===== config.mk =====
export PLATFORM = sky130hd
export DESIGN_NAME = systolic_array_driver
export DESIGN_NICKNAME = d
export VERILOG_FILES = /design/src/rtl/systolic_array_driver.sv
export SDC_FILE = /design/constraint.sdc
export NUM_CORES = 2
export LEC_CHECK = 0
export CAP_MARGIN = 40
export CORE_AREA = 2 2 445 447
export DETAILED_ROUTE_END_ITERATION = 12
export DIE_AREA = 0 0 447 449
export PLACE_DENSITY = 0.6
export SYNTH_ARGS = -nofsm -noshare
export SYNTH_HDL_FRONTEND = slang
export SYNTH_HIERARCHICAL = 1
export SYNTH_SLANG_ARGS = --single-unit

===== constraint.sdc =====
create_clock -name clk -period 5.8 [get_ports clk]
set_input_delay 1.16 -clock clk [delete_from_list [all_inputs] [get_ports clk]]
set_output_delay 1.16 -clock clk [all_outputs]
set_load 0.03 [all_outputs]

===== src/rtl/systolic_array_driver.sv =====
// Systolic array driver: loads A/B, optionally clears C, feeds skewed operands, drains C rows.
// Define SA_DRV_CLR_EN to clear C before each feed; otherwise C accumulates across jobs.

module sa_skew_lane #(
  parameter int BITS = 8,
  parameter int DIM  = 8,
  parameter int LANE = 0,
  parameter int KW   = 5
) (
  input  logic                     en,
  input  logic [KW-1:0]            k,
  input  logic [DIM-1:0][BITS-1:0] vec,
  output logic [BITS-1:0]          y
);
  localparam int RB = (DIM > 1) ? $clog2(DIM) : 1;
  logic [KW-1:0] off;

  always_comb begin
    off = k - KW'(LANE);
    y   = '0;
    if (en && (k >= KW'(LANE)) && (off < KW'(DIM))) y = vec[off[RB-1:0]];
  end
endmodule

module systolic_array_driver #(
  parameter  int BITS_AB = 8,
  parameter  int BITS_C  = 16,
  parameter  int DIM     = 8,
  localparam int ROWBITS = $clog2(DIM)
) (
  input  logic                        clk,
  input  logic                        rst_n,
  input  logic                        ld_valid,
  input  logic                        ld_sel,
  input  logic [ROWBITS-1:0]          ld_row,
  input  logic [DIM-1:0][BITS_AB-1:0] ld_data,
  input  logic                        start,
  output logic                        busy,
  output logic                        done,
  output logic                        sa_en,
  output logic                        sa_WrEn,
  output logic [ROWBITS-1:0]          sa_Crow,
  output logic [DIM-1:0][BITS_AB-1:0] sa_A,
  output logic [DIM-1:0][BITS_AB-1:0] sa_B,
  output logic [DIM-1:0][BITS_C-1:0]  sa_Cin,
  input  logic [DIM-1:0][BITS_C-1:0]  sa_Cout,
  output logic                        res_valid,
  input  logic                        res_ready,
  output logic [ROWBITS-1:0]          res_row,
  output logic [DIM-1:0][BITS_C-1:0]  res_data
);
  localparam int KW = $clog2(3*DIM);

  typedef enum logic [2:0] {IDLE, CLR, FEED, DRAIN_ADDR, DRAIN_OUT, DONE} state_t;

  state_t                                 state_q, state_d;
  logic [KW-1:0]                          cnt_q, cnt_d;
  logic [ROWBITS-1:0]                     row_q, row_d;
  logic [DIM-1:0][DIM-1:0][BITS_AB-1:0]   a_q, a_d, b_q, b_d, b_col;

  logic                                   busy_q, busy_d, done_q, done_d;
  logic                                   en_q, en_d, wren_q, wren_d, rv_q, rv_d;
  logic [ROWBITS-1:0]                     crow_q, crow_d, rrow_q, rrow_d;
  logic [DIM-1:0][BITS_AB-1:0]            sa_a_q, sa_a_d, sa_b_q, sa_b_d;
  logic [DIM-1:0][BITS_C-1:0]             cin_q, cin_d, rdata_q, rdata_d;

  always_comb begin
    state_d = state_q;
    cnt_d   = cnt_q;
    row_d   = row_q;
    a_d     = a_q;
    b_d     = b_q;
    case (state_q)
      IDLE: begin
        if (ld_valid) begin
          if (ld_sel) b_d[ld_row] = ld_data;
          else        a_d[ld_row] = ld_data;
        end
        if (start) begin
          cnt_d = '0;
          row_d = '0;
`ifdef SA_DRV_CLR_EN
          state_d = CLR;
`else
          state_d = FEED;
`endif
        end
      end
      CLR: begin
        if (cnt_q == KW'(DIM-1)) begin
          cnt_d   = '0;
          state_d = FEED;
        end else cnt_d = cnt_q + KW'(1);
      end
      FEED: begin
        if (cnt_q == KW'(3*DIM-2)) begin
          row_d   = '0;
          state_d = DRAIN_ADDR;
        end else cnt_d = cnt_q + KW'(1);
      end
      DRAIN_ADDR: state_d = DRAIN_OUT;
      DRAIN_OUT: begin
        if (rv_q && res_ready) begin
          if (row_q == ROWBITS'(DIM-1)) state_d = DONE;
          else begin
            row_d   = row_q + ROWBITS'(1);
            state_d = DRAIN_ADDR;
          end
        end
      end
      DONE:    state_d = IDLE;
      default: state_d = IDLE;
    endcase
  end

  // Outputs are decoded from the next state so every port comes straight off a flop.
  always_comb begin
    busy_d  = (state_d != IDLE);
    done_d  = (state_d == DONE);
    wren_d  = (state_d == CLR);
    en_d    = (state_d == FEED);
    rv_d    = (state_d == DRAIN_OUT);
    cin_d   = '0;
    crow_d  = '0;
    case (state_d)
      CLR:                   crow_d = cnt_d[ROWBITS-1:0];
      DRAIN_ADDR, DRAIN_OUT: crow_d = row_d;
      default:               crow_d = '0;
    endcase
    rrow_d  = rrow_q;
    rdata_d = rdata_q;
    if (state_q == DRAIN_ADDR) begin
      rdata_d = sa_Cout;
      rrow_d  = row_q;
    end
  end

  // Skew muxes read the next-cycle matrices so a load coincident with start is honoured.
  for (genvar g = 0; g < DIM; g++) begin : g_lane
    for (genvar i = 0; i < DIM; i++) begin : g_col
      assign b_col[g][i] = b_d[i][g];
    end
    sa_skew_lane #(.BITS(BITS_AB), .DIM(DIM), .LANE(g), .KW(KW)) u_a (
      .en(en_d), .k(cnt_d), .vec(a_d[g]), .y(sa_a_d[g])
    );
    sa_skew_lane #(.BITS(BITS_AB), .DIM(DIM), .LANE(g), .KW(KW)) u_b (
      .en(en_d), .k(cnt_d), .vec(b_col[g]), .y(sa_b_d[g])
    );
  end

  always_ff @(posedge clk or negedge rst_n) begin
    if (!rst_n) begin
      state_q <= IDLE;
      cnt_q   <= '0;
      row_q   <= '0;
      a_q     <= '0;
      b_q     <= '0;
      busy_q  <= 1'b0;
      done_q  <= 1'b0;
      en_q    <= 1'b0;
      wren_q  <= 1'b0;
      rv_q    <= 1'b0;
      crow_q  <= '0;
      rrow_q  <= '0;
      sa_a_q  <= '0;
      sa_b_q  <= '0;
      cin_q   <= '0;
      rdata_q <= '0;
    end else begin
      state_q <= state_d;
      cnt_q   <= cnt_d;
      row_q   <= row_d;
      a_q     <= a_d;
      b_q     <= b_d;
      busy_q  <= busy_d;
      done_q  <= done_d;
      en_q    <= en_d;
      wren_q  <= wren_d;
      rv_q    <= rv_d;
      crow_q  <= crow_d;
      rrow_q  <= rrow_d;
      sa_a_q  <= sa_a_d;
      sa_b_q  <= sa_b_d;
      cin_q   <= cin_d;
      rdata_q <= rdata_d;
    end
  end

  assign busy      = busy_q;
  assign done      = done_q;
  assign sa_en     = en_q;
  assign sa_WrEn   = wren_q;
  assign sa_Crow   = crow_q;
  assign sa_A      = sa_a_q;
  assign sa_B      = sa_b_q;
  assign sa_Cin    = cin_q;
  assign res_valid = rv_q;
  assign res_row   = rrow_q;
  assign res_data  = rdata_q;
endmodule

## Word-level counts from Yosys, hierarchy flattened

Cells that the tools add are included.
W data, S select, Z words.

| storage, ports and cells | value |
|---|---|
| output and inout port bits | 395 |
| logic and storage cells | 304 |
| input bits | 201 |
| register bits | 1302 |

| cells by class | value |
|---|---|
| reduce and logical (&&, ||, !) cells | 21 |
| equal/unequal tests | 12 |
| mux-type cells | 74 |
| $add $sub $neg | 9 |
| magnitude comparators | 26 |

Operators by type and width:

| cell | number |
|---|---|
| $mux W512 | 6 |
| $bwmux W512 | 2 |
| $bmux W8 S3 | 16 |
| $mux W8 | 32 |
| $demux W64 S3 | 1 |
| $mux W64 | 1 |
| $lt A5 B4 Y1 const B | 8 |
| $lt A3 B4 Y1 const B | 9 |
| $mux W3 | 9 |
| $ge A5 B3 Y1 const B | 4 |
| $sub A5 B3 Y5 const B | 4 |
| $logic_and A1 B1 Y1 | 18 |
| $mux W5 | 3 |
| $pmux W3 S5 | 1 |
| $pmux W5 S3 | 1 |
| $eq A3 B2 Y1 const B | 4 |
| $eq A3 B3 Y1 const B | 4 |
| $ge A5 B1 Y1 const B | 2 |
| $ge A5 B2 Y1 const B | 2 |
| $sub A5 B2 Y5 const B | 2 |
| $pmux W3 S3 | 1 |
| $eq A3 B1 Y1 const B | 2 |
| $pmux W3 S2 | 1 |
| $add A5 B1 Y5 const B | 1 |
| other kinds (8) | 8 |

## Logic depth before layout (Yosys ltp)

| logic depth | value |
|---|---|
| depth in word-level cells | 11 |
| depth in mapped cells | 15 |
| gate-level depth less buffers | 12 |

## By module

Netlist, hierarchy kept.

By module, submodules not included:

| module | sequential area each (µm²) | area an instance (µm²) | cells an instance | times used |
|---|---|---|---|---|
| systolic_array_driver | 32581.2 | 48084.9 | 2878 | 1 |
| sa_skew_lane at g_lane[5].u_a ... | 0.0 | 732.0 | 74 | 2 |
| sa_skew_lane at g_lane[1].u_a ... | 0.0 | 683.2 | 47 | 2 |
| sa_skew_lane at g_lane[6].u_a ... | 0.0 | 670.6 | 74 | 2 |
| sa_skew_lane at g_lane[7].u_a ... | 0.0 | 658.1 | 83 | 2 |
| sa_skew_lane at g_lane[0].u_a ... | 0.0 | 639.4 | 69 | 2 |
| sa_skew_lane at g_lane[2].u_a ... | 0.0 | 630.6 | 72 | 2 |
| sa_skew_lane at g_lane[4].u_a ... | 0.0 | 619.3 | 66 | 2 |
| sa_skew_lane at g_lane[3].u_a ... | 0.0 | 600.6 | 47 | 2 |

## Worst setup path after synthesis

No wires, ideal clock.

| timing path | value |
|---|---|
| path type | register to register |
| from | reg state_q[1] |
| to | reg sa_a_q (netlist bit sa_A[13]) |
| period minus slack after synthesis | 5550 ps |
| data required time | 5649 ps |
| arrival time | 5399 ps |
| cell stages (with the launch flop) | 12 |
| setup time | 151 ps |
| slack | 250 ps |
| buffers on the path | 2 |
| path through | dfrtp_1 > nor2b_1 > and2_0 > nor2_1 > o21ai_0 > inv_1 > ha_1 > clkbuf_1 > buf_2 > mux4_1 > mux2i_1 > a211oi_1 |

RTL lines:

| element | RTL line | RTL |
|---|---|---|
| start, declared | 56 | `state_t state_q, state_d;` |
| start signal, assigned | 170 | `state_q <= state_d;` |
| end signal, assigned | 165 | `sa_a_q <= '0;` |
| end signal, assigned | 182 | `sa_a_q <= sa_a_d;` |
| end, declared | 64 | `logic [DIM-1:0][BITS_AB-1:0] sa_a_q, sa_a_d, sa_b_q, sa_b_d;` |

==> out/results.ini <==
[power_and_ir_drop]
p_sw_share_pct = 40.7
power.internal_mw = 27.6
netSwitchingPower_mw = 18.9
power.density_nw_per_um2 = 651
peakVddDrop_mv = 0.527
p_clk_share_pct = 20.5
pwr-share-comb_pct = 51.4
p_leak_nw = 33.8
p_seq_share_pct = 28.0

[detailed_routing]
vias = 35469
ant_nets = 0
viasPerCell = 4.90
routed_wl_mm = 187
dr.pass1.iters = 5
wire_per_inst_um = 25.8
drc = 0
drt_iter0_drc = 2240

[clocking]
cts_tree = yes
clk_pin_slew_ps = 60
clockBufferDepth = 3
clock_sinks = 1302
numCtsBuffers = 147
clockRootBuffer = clkbuf_16
cts-resized-gates = 0
clk_latency_ps = 820
cts_hold_buf = 0
h-tree-depth = 4
post_cts.repair.setup_buffers = 0

[run]
maxCapViolations = 0

[global_route]
grt_use_total_pct = 18.4
grt_pass1_vias = 37240
antenna_found_initial = 27
grt_pass1_wl_mm = 270
overflow = 0
grt_max_degree = 158

[floorplan]
die_h_um = 449
die_w_um = 447
initial_core_util_pct = 29.8
die_area_um2 = 201000
ioPinCount = 596
core-area_um2 = 196000
rows = 163

[logic_synthesis]
yosysMostFrequentCell = dfrtp_1
synth_top_flop_cell = dfrtp_1
netlist_area_um2 = 58600
ys_seq_elements = 1302
netlist_top_cells_area = dfrtp_1, mux2_2, mux2i_1, mux4_1, buf_4
synth_edf_count = 0
synth_cell_types = 79
synth_top_area_share_pct = 55.6
ys_seq_area_share_pct = 55.6
avgSynthCellArea_um2 = 14.9
yosysWarnings = 6
async_reset_ff_share_pct = 100
synth.largest_area_cell = dfrtp_1
yosys-top-cells-count = dfrtp_1, mux2_2, mux2i_1
netlist_instances = 3942

[timing]
timing.fmax_ghz = 0.207
finalWorstSetupSlack_ps = 964
clock_skew_ps = 77.4
relSlewSlack_pct = 37.6
holdWs_ps = 315
fin_crit_ps = 4840
rsz0062_at_grt = no
fin_tns_setup_ps = 0
hold_violations = 0
final.period_utilization_pct = 83.4
finalSetupViolations = 0
drv_slew = 0
worst_slew_pin_slew_ps = 936

[placed_design]
dp_slack_ps = 900
post-place-cells = 6956
gp_congestion = 0.828
port_buffers = 467
dp_hpwl_mm = 127

[finish]
syn2layout_area_growth_pct = 22.0
instances_no_fill = 7233
final_nets = 4685
drive_above_1_share_pct = 38.6
fin_util_pct = 36.4

[setup_path]
required_ps = 6430
arrival_ps = 5470
cp_max_fo = 30
worstSetupStartpointType = flip-flop
max_stage_delay_ps = 780
crit_chain = nor3b_1 > nor2b_1 > a21oi_1 > a21oi_4 > buf_4 > ha_1 > mux4_2 > mux2i_1 > nor3_1
end_kind = flip-flop
worstSetupPathType = reg -> reg
slowest_stage = ha_1

[outcome]
status = complete, no violations

[worst_hold_path]
hold_path_class = in -> async

==> kinds of logic (layout without fill, tap and decap cells) <==
logic type	after synthesis	in the layout	synth area share [%]
muxes	1580	1580	31.9
DFF	1302	1302	55.6
buffers and inverters	425	939	4.51
and+or+nand+nor	313	313	3.21
AOI/OAI and AO/OA	286	286	3.88
adders and majority gates	19	19	0.406
xor gates and xnor gates	16	16	0.406
other	1	138	0.00640
==> sequential cells by signal, summed over array words and instances, names as in the netlist, 5 cells and up <==
register	flops
a_q	512
sa_B	64
b_q	512
res_data	128
cnt_q	5
sa_A	64
==> layout make-up <==
type                       instances  area, um^2
antenna                           10        25.0
clock buffer                     225        4360
clock inverter                    42         659
fill                           18784      125000
inverter                          28         105
multi-input combinational       2342       23900
sequential                      1302       32600
tap                             2640        3300
timing repair buffer             644        6480
==> metal layers <==
layer | up-vias | share of wire, % | GRT usage [%]
met5 | - | 0.024 | 0
met4 | 6 | 3.0 | 5.92
met3 | 245 | 6.5 | 4.39
met2 | 1109 | 48 | 30.1
met1 | 18878 | 42 | 23.8
li1 | 15231 | - | -
==> metrics by stage <==
stage	power [mW]	cell area (um^2)
2_1_floorplan	29.9	59000
3_3_place_gp	36.8	66100
3_5_place_dp	37.1	66400
4_1_cts	46.9	71400
5_1_grt	48.9	71400
6_report	46.5	71400
==> path summary, 6_finish.rpt <==
check                                          start                        to  slack, ps  cells past startpoint
worst min register to register    a_q[217]$_DFF_PN0_        a_q[217]$_DFF_PN0_        480                      1
min in group clk                  a_q[217]$_DFF_PN0_        a_q[217]$_DFF_PN0_        480                      1
worst min-delay path                           rst_n            busy$_DFF_PN0_        310                      1
max in group asynchronous                      rst_n  res_data[25]$_DFFE_PN0N_       3890                      2
worst max-delay path            state_q[1]$_DFF_PN0_        sa_B[26]$_DFF_PN0_        960                      9
worst max register to register  state_q[1]$_DFF_PN0_        sa_B[26]$_DFF_PN0_        960                      9
==> critical path: cells and delay by family (launching register included) <==
family / cells / cell delay, ps
simple gates: 3 / 1200
compound gates: 2 / 900
fa+ha+maj: 1 / 780
flops: 1 / 610
mux: 2 / 570
buf+inv: 1 / 540
==> power groups by stage <==
stage | Combinational, mW | Clock, mW | Sequential [mW]
floorplan | 15.7 | 0 | 14.2
global placement | 23.7 | 0 | 13.1
detailed placement | 23.9 | 0 | 13.2
CTS | 24.0 | 9.78 | 13.1
global route | 25.4 | 10.2 | 13.3
finish | 23.9 | 9.55 | 13.0
==> cells in the final DEF, fill, tap and decap left out, drive strengths merged, types with 5 or more instances in the layout <==
cell,netlist,routed
dfrtp,1302,1302
mux2,1242,1242
clkdlybuf4s50,0,461
mux2i,246,246
clkbuf,116,225
buf,281,183
conb,1,128
mux4,92,92
a211oi,62,62
nor3,58,58
nor2b,54,54
a22o,52,52
nor2,51,51
o21ai,47,47
nand3,42,42
nand2,38,38
inv,28,33
o22ai,30,30
a2111oi,30,30
a22oi,28,28
clkinv,0,27
ha,19,19
and3,18,18
diode,0,10
and2,10,10
nand2b,10,10
xor2,9,9
a21oi,7,7
xnor2,7,7
bufinv,0,6
o211ai,5,5
No activity file was read; power rests on OpenSTA's default activity.
